`src/rtl/vga_pkg.sv`:
```
// Shared VGA definitions: colour/mode codes, configuration record and the
// foreground colour lookup used by the pixel colour stages.
package vga_pkg;

  // Widest brightness field any consumer may use; narrower users zero-extend.
  localparam int unsigned BRIGHT_MAX_W = 8;

  typedef enum logic [1:0] {
    COL_WHITE = 2'd0,
    COL_RED   = 2'd1,
    COL_GREEN = 2'd2,
    COL_BLUE  = 2'd3
  } color_e;

  typedef enum logic [1:0] {
    MODE_NORMAL = 2'd0,
    MODE_PWM    = 2'd1,
    MODE_BLINK  = 2'd2,
    MODE_TEST   = 2'd3
  } mode_e;

  typedef struct packed {
    color_e                  color;
    mode_e                   mode;
    logic [BRIGHT_MAX_W-1:0] bright;
  } cfg_t;

  // Channel enables as {r, g, b}.
  function automatic logic [2:0] color_mask(input color_e c);
    logic [2:0] m;
    case (c)
      COL_WHITE: m = 3'b111;
      COL_RED:   m = 3'b100;
      COL_GREEN: m = 3'b010;
      COL_BLUE:  m = 3'b001;
      default:   m = 3'b000;
    endcase
    return m;
  endfunction

endpackage

```
`src/rtl/vga_cfg_shadow.sv`:
```
// Double-buffered configuration: cfg_load fills a shadow copy, which becomes
// active on the next frame_start so changes never land mid-frame.
module vga_cfg_shadow
  import vga_pkg::*;
#(
  parameter cfg_t RESET_CFG = '{color: COL_WHITE, mode: MODE_NORMAL, bright: '1}
) (
  input  logic vga_clk,
  input  logic reset,
  input  logic cfg_load,
  input  logic frame_start,
  input  cfg_t cfg_in,
  output cfg_t active_cfg,
  output logic cfg_pending
);

  cfg_t shadow_q, shadow_d;
  cfg_t active_q, active_d;
  logic pending_q, pending_d;

  always_comb begin
    shadow_d  = shadow_q;
    active_d  = active_q;
    pending_d = pending_q;
    if (cfg_load) begin
      shadow_d = cfg_in;
    end
    // A load coinciding with frame start bypasses the shadow entirely.
    if (cfg_load && frame_start) begin
      active_d  = cfg_in;
      pending_d = 1'b0;
    end else if (cfg_load) begin
      pending_d = 1'b1;
    end else if (frame_start && pending_q) begin
      active_d  = shadow_q;
      pending_d = 1'b0;
    end
  end

  always_ff @(posedge vga_clk or posedge reset) begin
    if (reset) begin
      shadow_q  <= RESET_CFG;
      active_q  <= RESET_CFG;
      pending_q <= 1'b0;
    end else begin
      shadow_q  <= shadow_d;
      active_q  <= active_d;
      pending_q <= pending_d;
    end
  end

  assign active_cfg  = active_q;
  assign cfg_pending = pending_q;

endmodule

```
`src/rtl/vga_pixel_colorizer.sv`:
```
// Pixel colour stage: maps the serialised pixel bit and display-area flag to
// registered R/G/B with selectable colour, PWM dimming, blink and colour bars.
module vga_pixel_colorizer
  import vga_pkg::*;
#(
  parameter int unsigned CW           = 3,
  parameter int unsigned PWM_W        = 3,
  parameter int unsigned BLINK_FRAMES = 32,
  parameter int unsigned BAR_SHIFT    = 4
) (
  input  logic             vga_clk,
  input  logic             reset,
  input  logic             display_area,
  input  logic             pixel_on,
  input  logic             frame_start,
  input  logic             cfg_load,
  input  logic [1:0]       cfg_color,
  input  logic [1:0]       cfg_mode,
  input  logic [PWM_W-1:0] cfg_bright,
  output logic             cfg_pending,
  output logic [CW-1:0]    R,
  output logic [CW-1:0]    G,
  output logic [CW-1:0]    B
);

  localparam int unsigned FW    = (BLINK_FRAMES > 1) ? $clog2(BLINK_FRAMES) : 1;
  localparam int unsigned COL_W = BAR_SHIFT + 3;
  // Full brightness for this instance's PWM width, in the shared field width.
  localparam logic [BRIGHT_MAX_W-1:0] BRIGHT_FULL = BRIGHT_MAX_W'((1 << PWM_W) - 1);
  localparam cfg_t RESET_CFG = '{color: COL_WHITE, mode: MODE_NORMAL, bright: BRIGHT_FULL};

  cfg_t cfg_in;
  cfg_t active;

  assign cfg_in = '{
    color:  color_e'(cfg_color),
    mode:   mode_e'(cfg_mode),
    bright: BRIGHT_MAX_W'(cfg_bright)
  };

  vga_cfg_shadow #(
    .RESET_CFG(RESET_CFG)
  ) u_cfg_shadow (
    .vga_clk     (vga_clk),
    .reset       (reset),
    .cfg_load    (cfg_load),
    .frame_start (frame_start),
    .cfg_in      (cfg_in),
    .active_cfg  (active),
    .cfg_pending (cfg_pending)
  );

  logic [PWM_W-1:0] pwm_cnt_q, pwm_cnt_d;
  logic [FW-1:0]    frame_cnt_q, frame_cnt_d;
  logic             blink_phase_q, blink_phase_d;
  logic [COL_W-1:0] col_cnt_q, col_cnt_d;
  logic [CW-1:0]    r_q, r_d, g_q, g_d, b_q, b_d;

  logic       pwm_on;
  logic [2:0] bar;
  logic [2:0] fg_mask;
  logic [2:0] lit_mask;

  always_comb begin
    pwm_cnt_d = pwm_cnt_q + PWM_W'(1);

    frame_cnt_d   = frame_cnt_q;
    blink_phase_d = blink_phase_q;
    if (frame_start) begin
      if (frame_cnt_q == FW'(BLINK_FRAMES - 1)) begin
        frame_cnt_d   = '0;
        blink_phase_d = ~blink_phase_q;
      end else begin
        frame_cnt_d = frame_cnt_q + FW'(1);
      end
    end

    // Column counter restarts every line and sticks at its maximum.
    col_cnt_d = col_cnt_q;
    if (!display_area) begin
      col_cnt_d = '0;
    end else if (col_cnt_q != '1) begin
      col_cnt_d = col_cnt_q + COL_W'(1);
    end
  end

  always_comb begin
    pwm_on  = (active.bright == BRIGHT_FULL) ||
              (BRIGHT_MAX_W'(pwm_cnt_q) < active.bright);
    bar     = col_cnt_q[BAR_SHIFT+2:BAR_SHIFT];
    fg_mask = color_mask(active.color);

    lit_mask = '0;
    if (display_area) begin
      case (active.mode)
        MODE_NORMAL: if (pixel_on)                   lit_mask = fg_mask;
        MODE_PWM:    if (pixel_on && pwm_on)         lit_mask = fg_mask;
        MODE_BLINK:  if (pixel_on && !blink_phase_q) lit_mask = fg_mask;
        MODE_TEST:   lit_mask = bar;
        default:     lit_mask = '0;
      endcase
    end

    r_d = {CW{lit_mask[2]}};
    g_d = {CW{lit_mask[1]}};
    b_d = {CW{lit_mask[0]}};
  end

  always_ff @(posedge vga_clk or posedge reset) begin
    if (reset) begin
      pwm_cnt_q     <= '0;
      frame_cnt_q   <= '0;
      blink_phase_q <= 1'b0;
      col_cnt_q     <= '0;
      r_q           <= '0;
      g_q           <= '0;
      b_q           <= '0;
    end else begin
      pwm_cnt_q     <= pwm_cnt_d;
      frame_cnt_q   <= frame_cnt_d;
      blink_phase_q <= blink_phase_d;
      col_cnt_q     <= col_cnt_d;
      r_q           <= r_d;
      g_q           <= g_d;
      b_q           <= b_d;
    end
  end

  assign R = r_q;
  assign G = g_q;
  assign B = b_q;

endmodule

```
`config.mk`:
```
export PLATFORM = sky130hd
export DESIGN_NAME = vga_pixel_colorizer
export DESIGN_NICKNAME = d
export VERILOG_FILES = /design/src/rtl/vga_pkg.sv /design/src/rtl/vga_cfg_shadow.sv /design/src/rtl/vga_pixel_colorizer.sv
export SDC_FILE = /design/constraint.sdc
export NUM_CORES = 1
export LEC_CHECK = 0
export ABC_AREA = 1
export CORE_ASPECT_RATIO = 1.1
export CORE_MARGIN = 1
export CORE_UTILIZATION = 54
export CTS_BUF_LIST = sky130_fd_sc_hd__clkbuf_4 sky130_fd_sc_hd__clkbuf_8
export CTS_CLUSTER_DIAMETER = 200
export DETAILED_ROUTE_END_ITERATION = 7
export PLACE_DENSITY = 0.91
export RECOVER_POWER = 100
export SYNTH_ARGS = -nofsm -noshare
export SYNTH_HDL_FRONTEND = slang
export SYNTH_SLANG_ARGS = --single-unit
```
`constraint.sdc`:
```
create_clock -name vga_clk -period 2.2 [get_ports vga_clk]
set_input_delay 0.44 -clock vga_clk [delete_from_list [all_inputs] [get_ports vga_clk]]
set_output_delay 0.44 -clock vga_clk [all_outputs]
set_load 0.005 [all_outputs]
```
==> results.md, run 1 <==
- Worst-Margin Slew: 0.816 ns
- Xor-xnor portion of the synthesized cell area: 1.03%
- Mapped cell area: 1710 sq um
- Total CTS buffers: 5
- Final nets: 240
- Crit-path cells: dlygate4sd3_1
- Post-CTS Setup Bufs: 0
- Leakage: 0.00104 uW
- Cell Count, Final, Fillers Out: 253
- Final Hold Fails: 0
- Max IR drop VDD: 550 uV
- Critical path's top delay family: buffers and inverters
- Register area share after synthesis: 50.3%
- Area contributors post-synth: dfrtp_1 (41%), nand2_1 (12%), dfstp_2 (9.2%), inv_1 (7.0%), ha_1 (6.6%)
- CP max-delay cell: dlygate4sd3_1
- Power Density: 735 nW/um^2
- Compound-Gate Fraction of Synth Area: 9.30%
- Half-perimeter wire length after placement: 2.11 mm
- Final setup violation count: 0
- Routability cong.: 0.772
- Syn avg cell area: 8.71 sq um
- Crit path buf inv count: 1
- Top FF cell, synth: dfrtp_1
- Input/output buffers: 22
- Vias/cell: 5.05
- Post-Syn Nets: 218
- TritonCTS clock tree: built
- Max Cap Viol: 0
- Vias in the first global route: 1218
- Final core occ: 64.6%
- Required time of the worst setup path: 1.76 ns
- Synth Area in Simple Gates: 21.0%
- Share of cells above drive strength 1: 10.0%
- Fmax: 566 MHz
- Pins over their slew limit: 0
- Worst Path Class, Setup: flop to output pin
- Iteration-0 DRC Markers: 43
- Syn Inst Count: 196
- RSZ-0062 raised after global routing: no
- CTS Sinks: 34
- Largest net degree at the start of global routing: 35
- Hold crit path type: flop to flop
- Ys async rst share: 100%
- Initial Utilization: 56.5%
- Post-CTS sizing: 0
- Final wirelength: 2.90 mm
- Inst Count DP: 245
- Yosys top cell area share: 41.0%
- Drt wl/cell: 11.5 um
- Cts hold-fix bufs: 0
- Clk buf depth: 2
- Ports: 23
- Pre-Repair DR Iteration Count: 4
- CP max stage delay: 0.58 ns
- Gr ovfl total: 0
- Yosys warnings: 0
- Worst Clk Skew: 0.0157 ns
- Worst slew margin: 45.6%
- EDFF count, synth: 0
- Global-route wire length before repair: 4.97 mm
- #FFs+latches synth: 34
- Distinct cells, synth: 27
- Via count: 1278
- CP Data Arrival Time: 1.33 ns
- Drt drc: 0
- Core area: 3020 sq um
- Main combinational cell family by area after synthesis: simple AND/OR/NAND/NOR gates
- Status: finished, final reports clean
- Setup Total Neg Slack: 0 ns
- Worst-path fanout max: 2
- Post-Synth Adder-Cell Area: 6.59%
- Die extent in x: 55.6 um
- CTS root buf: clkbuf_4
- Startpoint types: flop
- Final period utilization: 80.3%
- List of most frequent post-synthesis cells: nand2_1 (53), inv_1 (32), dfrtp_1 (28), a21oi_1 (11), nor2_1 (10)
- H-tree level count: 2
- Initial antenna violation count: 0
- Multiplexer share of the synthesized area: 0.586%
- Die Span Y: 61.0 um
- Crit path time final: 1.77 ns
- Clk slew on worst S/H paths: 0.11 ns
- Area Growth Syn to Fin: 14.4%
- Clock Latency Late Sink: 0.34 ns
- Die area: 3390 sq um
- Most frequent cell after synthesis: nand2_1
- GRT Total Usage: 20.4%
- Antenna Cells: 0
- Rows: 21
- Area leader, netlist: dfrtp_1
- Post-route ant nets: 0
- Setup crit end kind: output pin
## logic make-up after synthesis
kind of cell               count (synthesis)
AOI/OAI and AO/OA                         25
adders and majority gates                  9
DFF                                       34
buffers and inverters                     43
xor gates and xnor gates                   2
and+or+nand+nor                           82
muxes                                      1
## registers in the layout (all words and copies together) (netlist names)
register,cells
G,1
R,1
pwm_cnt_q,3
u_cfg_shadow.cfg_pending,1
B,1
u_cfg_shadow.shadow_q,7
u_cfg_shadow.active_cfg,7
blink_phase_q,1
frame_cnt_q,5
col_cnt_q,7
## worst reg2reg max path: stages (launching register included)
cell and delay (ns):
dfstp_2 0.54, inv_1 0.06, ha_1 0.29, nand2_1 0.07, nand2_1 0.04, nand2_1 0.05
nand2_1 0.04, nand2_1 0.05, nand2_1 0.05, nand2_1 0.12, nand2_1 0.08, a21oi_1 0.14
## metrics by stage
step / total power (uW) / area [sq um] / setup slack (ns) / hold slack [ns]
2_1_floorplan: 1010 / 1710 / 0.811 / 0.415
3_3_place_gp: 1100 / 1920 / 0.432 / 0.437
3_5_place_dp: 1120 / 1920 / 0.379 / 0.455
4_1_cts: 1460 / 1970 / 0.494 / 0.470
5_1_grt: 1540 / 1950 / 0.365 / 0.505
6_report: 1430 / 1950 / 0.434 / 0.468
## power by group
group,internal [uW],total [uW],switching (uW)
logic,140,322,181
clock network,134,340,206
registers,721,774,52.7
total,995,1430,440
## final cells by class
cell class / count / area, sq um
clock inverter: 2 / 10.0
multi-input combinational: 119 / 641
clock buffer: 6 / 45.0
fill: 245 / 1070
timing repair buffer: 23 / 225
tap: 34 / 42.5
inverter: 35 / 131
sequential: 34 / 858
## layer usage
| layer | global-route usage, % | vias to the layer above | share of wire (%) |
|---|---|---|---|
| met5 | 0 | - | 0 |
| met4 | 13.9 | 0 | 2.5 |
| met3 | 7.46 | 8 | 5.0 |
| met2 | 34.4 | 37 | 49 |
| met1 | 21.9 | 583 | 43 |
| li1 | - | 650 | - |
## worst paths after layout
check | endpoint | startpoint | cells past startpoint | slack (ns)
min in group asynchronous | pwm_cnt_q[0] | reset | 3 | 0.76
max | cfg_pending | u_cfg_shadow.cfg_pending | 1 | 0.43
max reg2reg | R[0] | u_cfg_shadow.active_cfg[1] | 11 | 0.59
min reg2reg | pwm_cnt_q[0] | pwm_cnt_q[0] | 1 | 0.47
max in group asynchronous | pwm_cnt_q[1] | reset | 3 | 0.92
min | pwm_cnt_q[0] | pwm_cnt_q[0] | 1 | 0.47
## cell usage in the layout (no fill, tap or decap), drive strengths merged
cell type,count
a221oi,1
o21ai,8
dfrtp,28
nor3,6
ha,9
nor2,13
nand3,7
o211a,1
a21oi,12
clkdlybuf4s50,9
mux2i,1
dlygate4sd3,13
nor4,1
a41oi,1
clkinv,2
xor2,2
dfstp,6
o22ai,1
nand2,53
or2,1
inv,35
nand4,1
clkbuf,7
a211oi,1
No activity file was read; power rests on OpenSTA's default activity.
==> inputs of run 2 (changes only) <==
--- a/config.mk
+++ b/config.mk
@@ -8,11 +8,11 @@
 export ABC_AREA = 1
 export CORE_ASPECT_RATIO = 1.1
 export CORE_MARGIN = 1
-export CORE_UTILIZATION = 54
+export CORE_UTILIZATION = 51
 export CTS_BUF_LIST = sky130_fd_sc_hd__clkbuf_4 sky130_fd_sc_hd__clkbuf_8
 export CTS_CLUSTER_DIAMETER = 200
 export DETAILED_ROUTE_END_ITERATION = 7
-export PLACE_DENSITY = 0.91
+export PLACE_DENSITY = 0.9
 export RECOVER_POWER = 100
 export SYNTH_ARGS = -nofsm -noshare
 export SYNTH_HDL_FRONTEND = slang
==> constraint.sdc (replaced) <==
create_clock -name vga_clk -period 1.55 [get_ports vga_clk]
set_input_delay 0.31 -clock vga_clk [delete_from_list [all_inputs] [get_ports vga_clk]]
set_output_delay 0.31 -clock vga_clk [all_outputs]
set_load 0.005 [all_outputs]
==> results.md, run 2 (same netlist as run 1, synthesis figures left out) <==
- Power Density: 1110 nW/um^2 (+51%)
- Clock share of power: 29.6% (+5.9 points)
- Flop pwr share: 48.2% (-5.7 points)
- GRT Total Usage: 19.9% (-0.47 points)
- H-tree level count: 2 (unchanged)
- Pre-Repair DR Iteration Count: 7 (+3)
- Initial Utilization: 54.6% (-1.9 points)
- Half-perimeter wire length after placement: 2.18 mm (+3.3%)
- Worst-path fanout max: 2 (unchanged)
- Inst Count DP: 249 (+1.6%)
- Switching Share: 28.7% (-1.9 points)
- Crit-path cells: clkdlybuf4s50_1
- Drt drc: 3 (+3)
- Total CTS buffers: 5 (unchanged)
- RSZ-0062 raised after global routing: yes
- Iteration-0 DRC Markers: 26 (-40%)
- Required time of the worst setup path: 1.24 ns (-0.52 ns)
- Fmax: 658 MHz
- Final nets: 247 (+2.9%)
- Ports: 23 (unchanged)
- Leading cell type in the layout, fill and taps excluded: nand2_1
- Post-route ant nets: 0 (unchanged)
- Top layer reached by signal wires: met4
- Initial antenna violation count: 0 (unchanged)
- Area Growth Syn to Fin: 21.1%
- M1 wire length: 1.32 mm (+4.6%)
- Rows: 21 (unchanged)
- Commonest non-fill, non-tap cells in the layout: nand2_1 (47), inv_1 (34), dfrtp_1 (28)
- WL met2: 1.64 mm (+15%)
- Hold crit path type: flop to flop
- Final Hold Fails: 0 (unchanged)
- TritonCTS clock tree: built
- Worst-Margin Slew: 0.812 ns (-0.00364 ns)
- Routability cong.: 0.822 (+6.5%)
- Antenna Cells: 0 (unchanged)
- CP Data Arrival Time: 1.21 ns (-0.12 ns)
- Final setup violation count: 0 (unchanged)
- Cell Count, Final, Fillers Out: 260 (+2.8%)
- Worst Path Class, Setup: flop to output pin
- Leakage: 0.00110 uW (+5.2%)
- DR WL met3: 93 um (-35%)
- Pins over their slew limit: 0 (unchanged)
- Drt wl/cell: 12.1 um (+5.8%)
- Comb pwr share: 22.2% (-0.2 points)
- Max Cap Viol: 0 (unchanged)
- Vias/cell: 5.07 (+0.35%)
- CP max-delay cell: clkdlybuf4s50_1
- Core area: 3130 sq um (+3.5%)
- Crit path time final: 1.52 ns
- Max IR drop VDD: 680 uV (+24%)
- Crit path buf inv count: 1 (unchanged)
- CTS Sinks: 34 (unchanged)
- Final wirelength: 3.16 mm (+8.7%)
- CP max stage delay: 0.50 ns (-0.08 ns)
- Largest net degree at the start of global routing: 35 (unchanged)
- Via count: 1318 (+3.1%)
- Clk buf depth: 2 (unchanged)
- Final core occ: 66.1% (+1.5 points)
- Internal Pwr Total: 1630 uW (+64%)
- Global-route wire length before repair: 5.30 mm (+6.5%)
- Die area: 3580 sq um (+5.7%)
- Die Span Y: 62.7 um (+2.8%)
- Critical path's top delay family: buffers and inverters
- Share of cells above drive strength 1: 17.3% (+7.2 points)
- Switch Pwr: 658 uW (+50%)
- Setup crit end kind: output pin
- Total power: 2290 uW (+60%)
- Worst slew margin: 45.9% (+0.24 points)
- Worst Clk Skew: 0.0127 ns (-0.00307 ns)
- Input/output buffers: 22 (unchanged)
- Vias in the first global route: 1261 (+3.5%)
- Die extent in x: 57.2 um (+2.8%)
- Status: complete, but fails checks
- Failing checks: DRC
- CTS root buf: clkbuf_4
- Clk slew on worst S/H paths: 0.11 ns (about the same)
- Clock Latency Late Sink: 0.35 ns (about the same)
- Gr ovfl total: 0 (unchanged)
- Startpoint types: flop
- Final period utilization: 98.0%
-- run 2: changes by cell type in the layout (fill, tap and decap cells not counted), moves of 3 or more --
cell / change
dlygate4sd2_1: +3
clkdlybuf4s25_1: +4
nand2_2: +6
nand2_1: -6
buf_4: +6
dlygate4sd3_1: -11
a21oi_2: +3
-- run 2: final cells by class --
cell class	count	area [sq um]
clock buffers	7	52.6
clock inverters	1	30.0
fillers	257	1060
inverters	35	131
multi-input cells	119	678
flip-flops and latches	34	858
well taps	34	42.5
repair buffers	30	275
-- run 2: layer usage --
| metal | up-vias | GRT usage, % |
|---|---|---|
| met5 | - | 0 |
| li1 | 668 | - |
| met4 | 0 | 14.6 |
| met2 | 26 | 32.4 |
| met3 | 8 | 4.55 |
| met1 | 616 | 22.5 |
-- run 2: what timing repair did --
item | CTS | global route
setup endpoints to repair | 6 | 11
endpoints found under the hold margin | 0 | 0
hold buffers | 0 | 0
pin swaps | 0 | 11
resized for setup | 5 | 16
buffers inserted | 0 | 3
-- run 2: power groups by stage --
stage | registers (uW) | logic (uW) | clock network [uW]
finish | 1100 | 509 | 678
detailed placement | 1120 | 489 | 0
CTS | 1100 | 487 | 692
global placement | 1110 | 463 | 0
global route | 1120 | 590 | 729
floorplan | 1100 | 334 | 0
-- run 2: final timing paths --
path / slack, ns / from / cells past startpoint / to
max: 0.03 / R[0] / 1 / R[0]
min: 0.46 / pwm_cnt_q[0] / 1 / pwm_cnt_q[0]
max reg2reg: 0.05 / u_cfg_shadow.active_cfg[1] / 11 / G[0]
min reg2reg: 0.46 / pwm_cnt_q[0] / 1 / pwm_cnt_q[0]
max in group asynchronous: 0.41 / reset / 3 / u_cfg_shadow.cfg_pending
min in group asynchronous: 0.63 / reset / 3 / u_cfg_shadow.active_cfg[9]
-- run 2: through the flow --
step,hold WS [ns],TNS (ns),area (sq um),setup slack [ns]
after global routing,0.474,-0.0465,2070,-0.0240
after CTS,0.301,0,2050,0.00153
after floorplan,0.414,0,1710,0.161
after global placement,0.430,0,1960,0.0735
final,0.461,0,2070,0.0303
after detailed placement,0.442,0,1960,0.0153
==> inputs of run 3 (changes only) <==
--- a/config.mk
+++ b/config.mk
@@ -11,6 +11,7 @@
 export CORE_UTILIZATION = 51
 export CTS_BUF_LIST = sky130_fd_sc_hd__clkbuf_4 sky130_fd_sc_hd__clkbuf_8
 export CTS_CLUSTER_DIAMETER = 200
+export CTS_CLUSTER_SIZE = 30
 export DETAILED_ROUTE_END_ITERATION = 7
 export PLACE_DENSITY = 0.9
 export RECOVER_POWER = 100
==> results of run 3 <==
The final DEF is identical to that of run 2; final timing and power are the same.
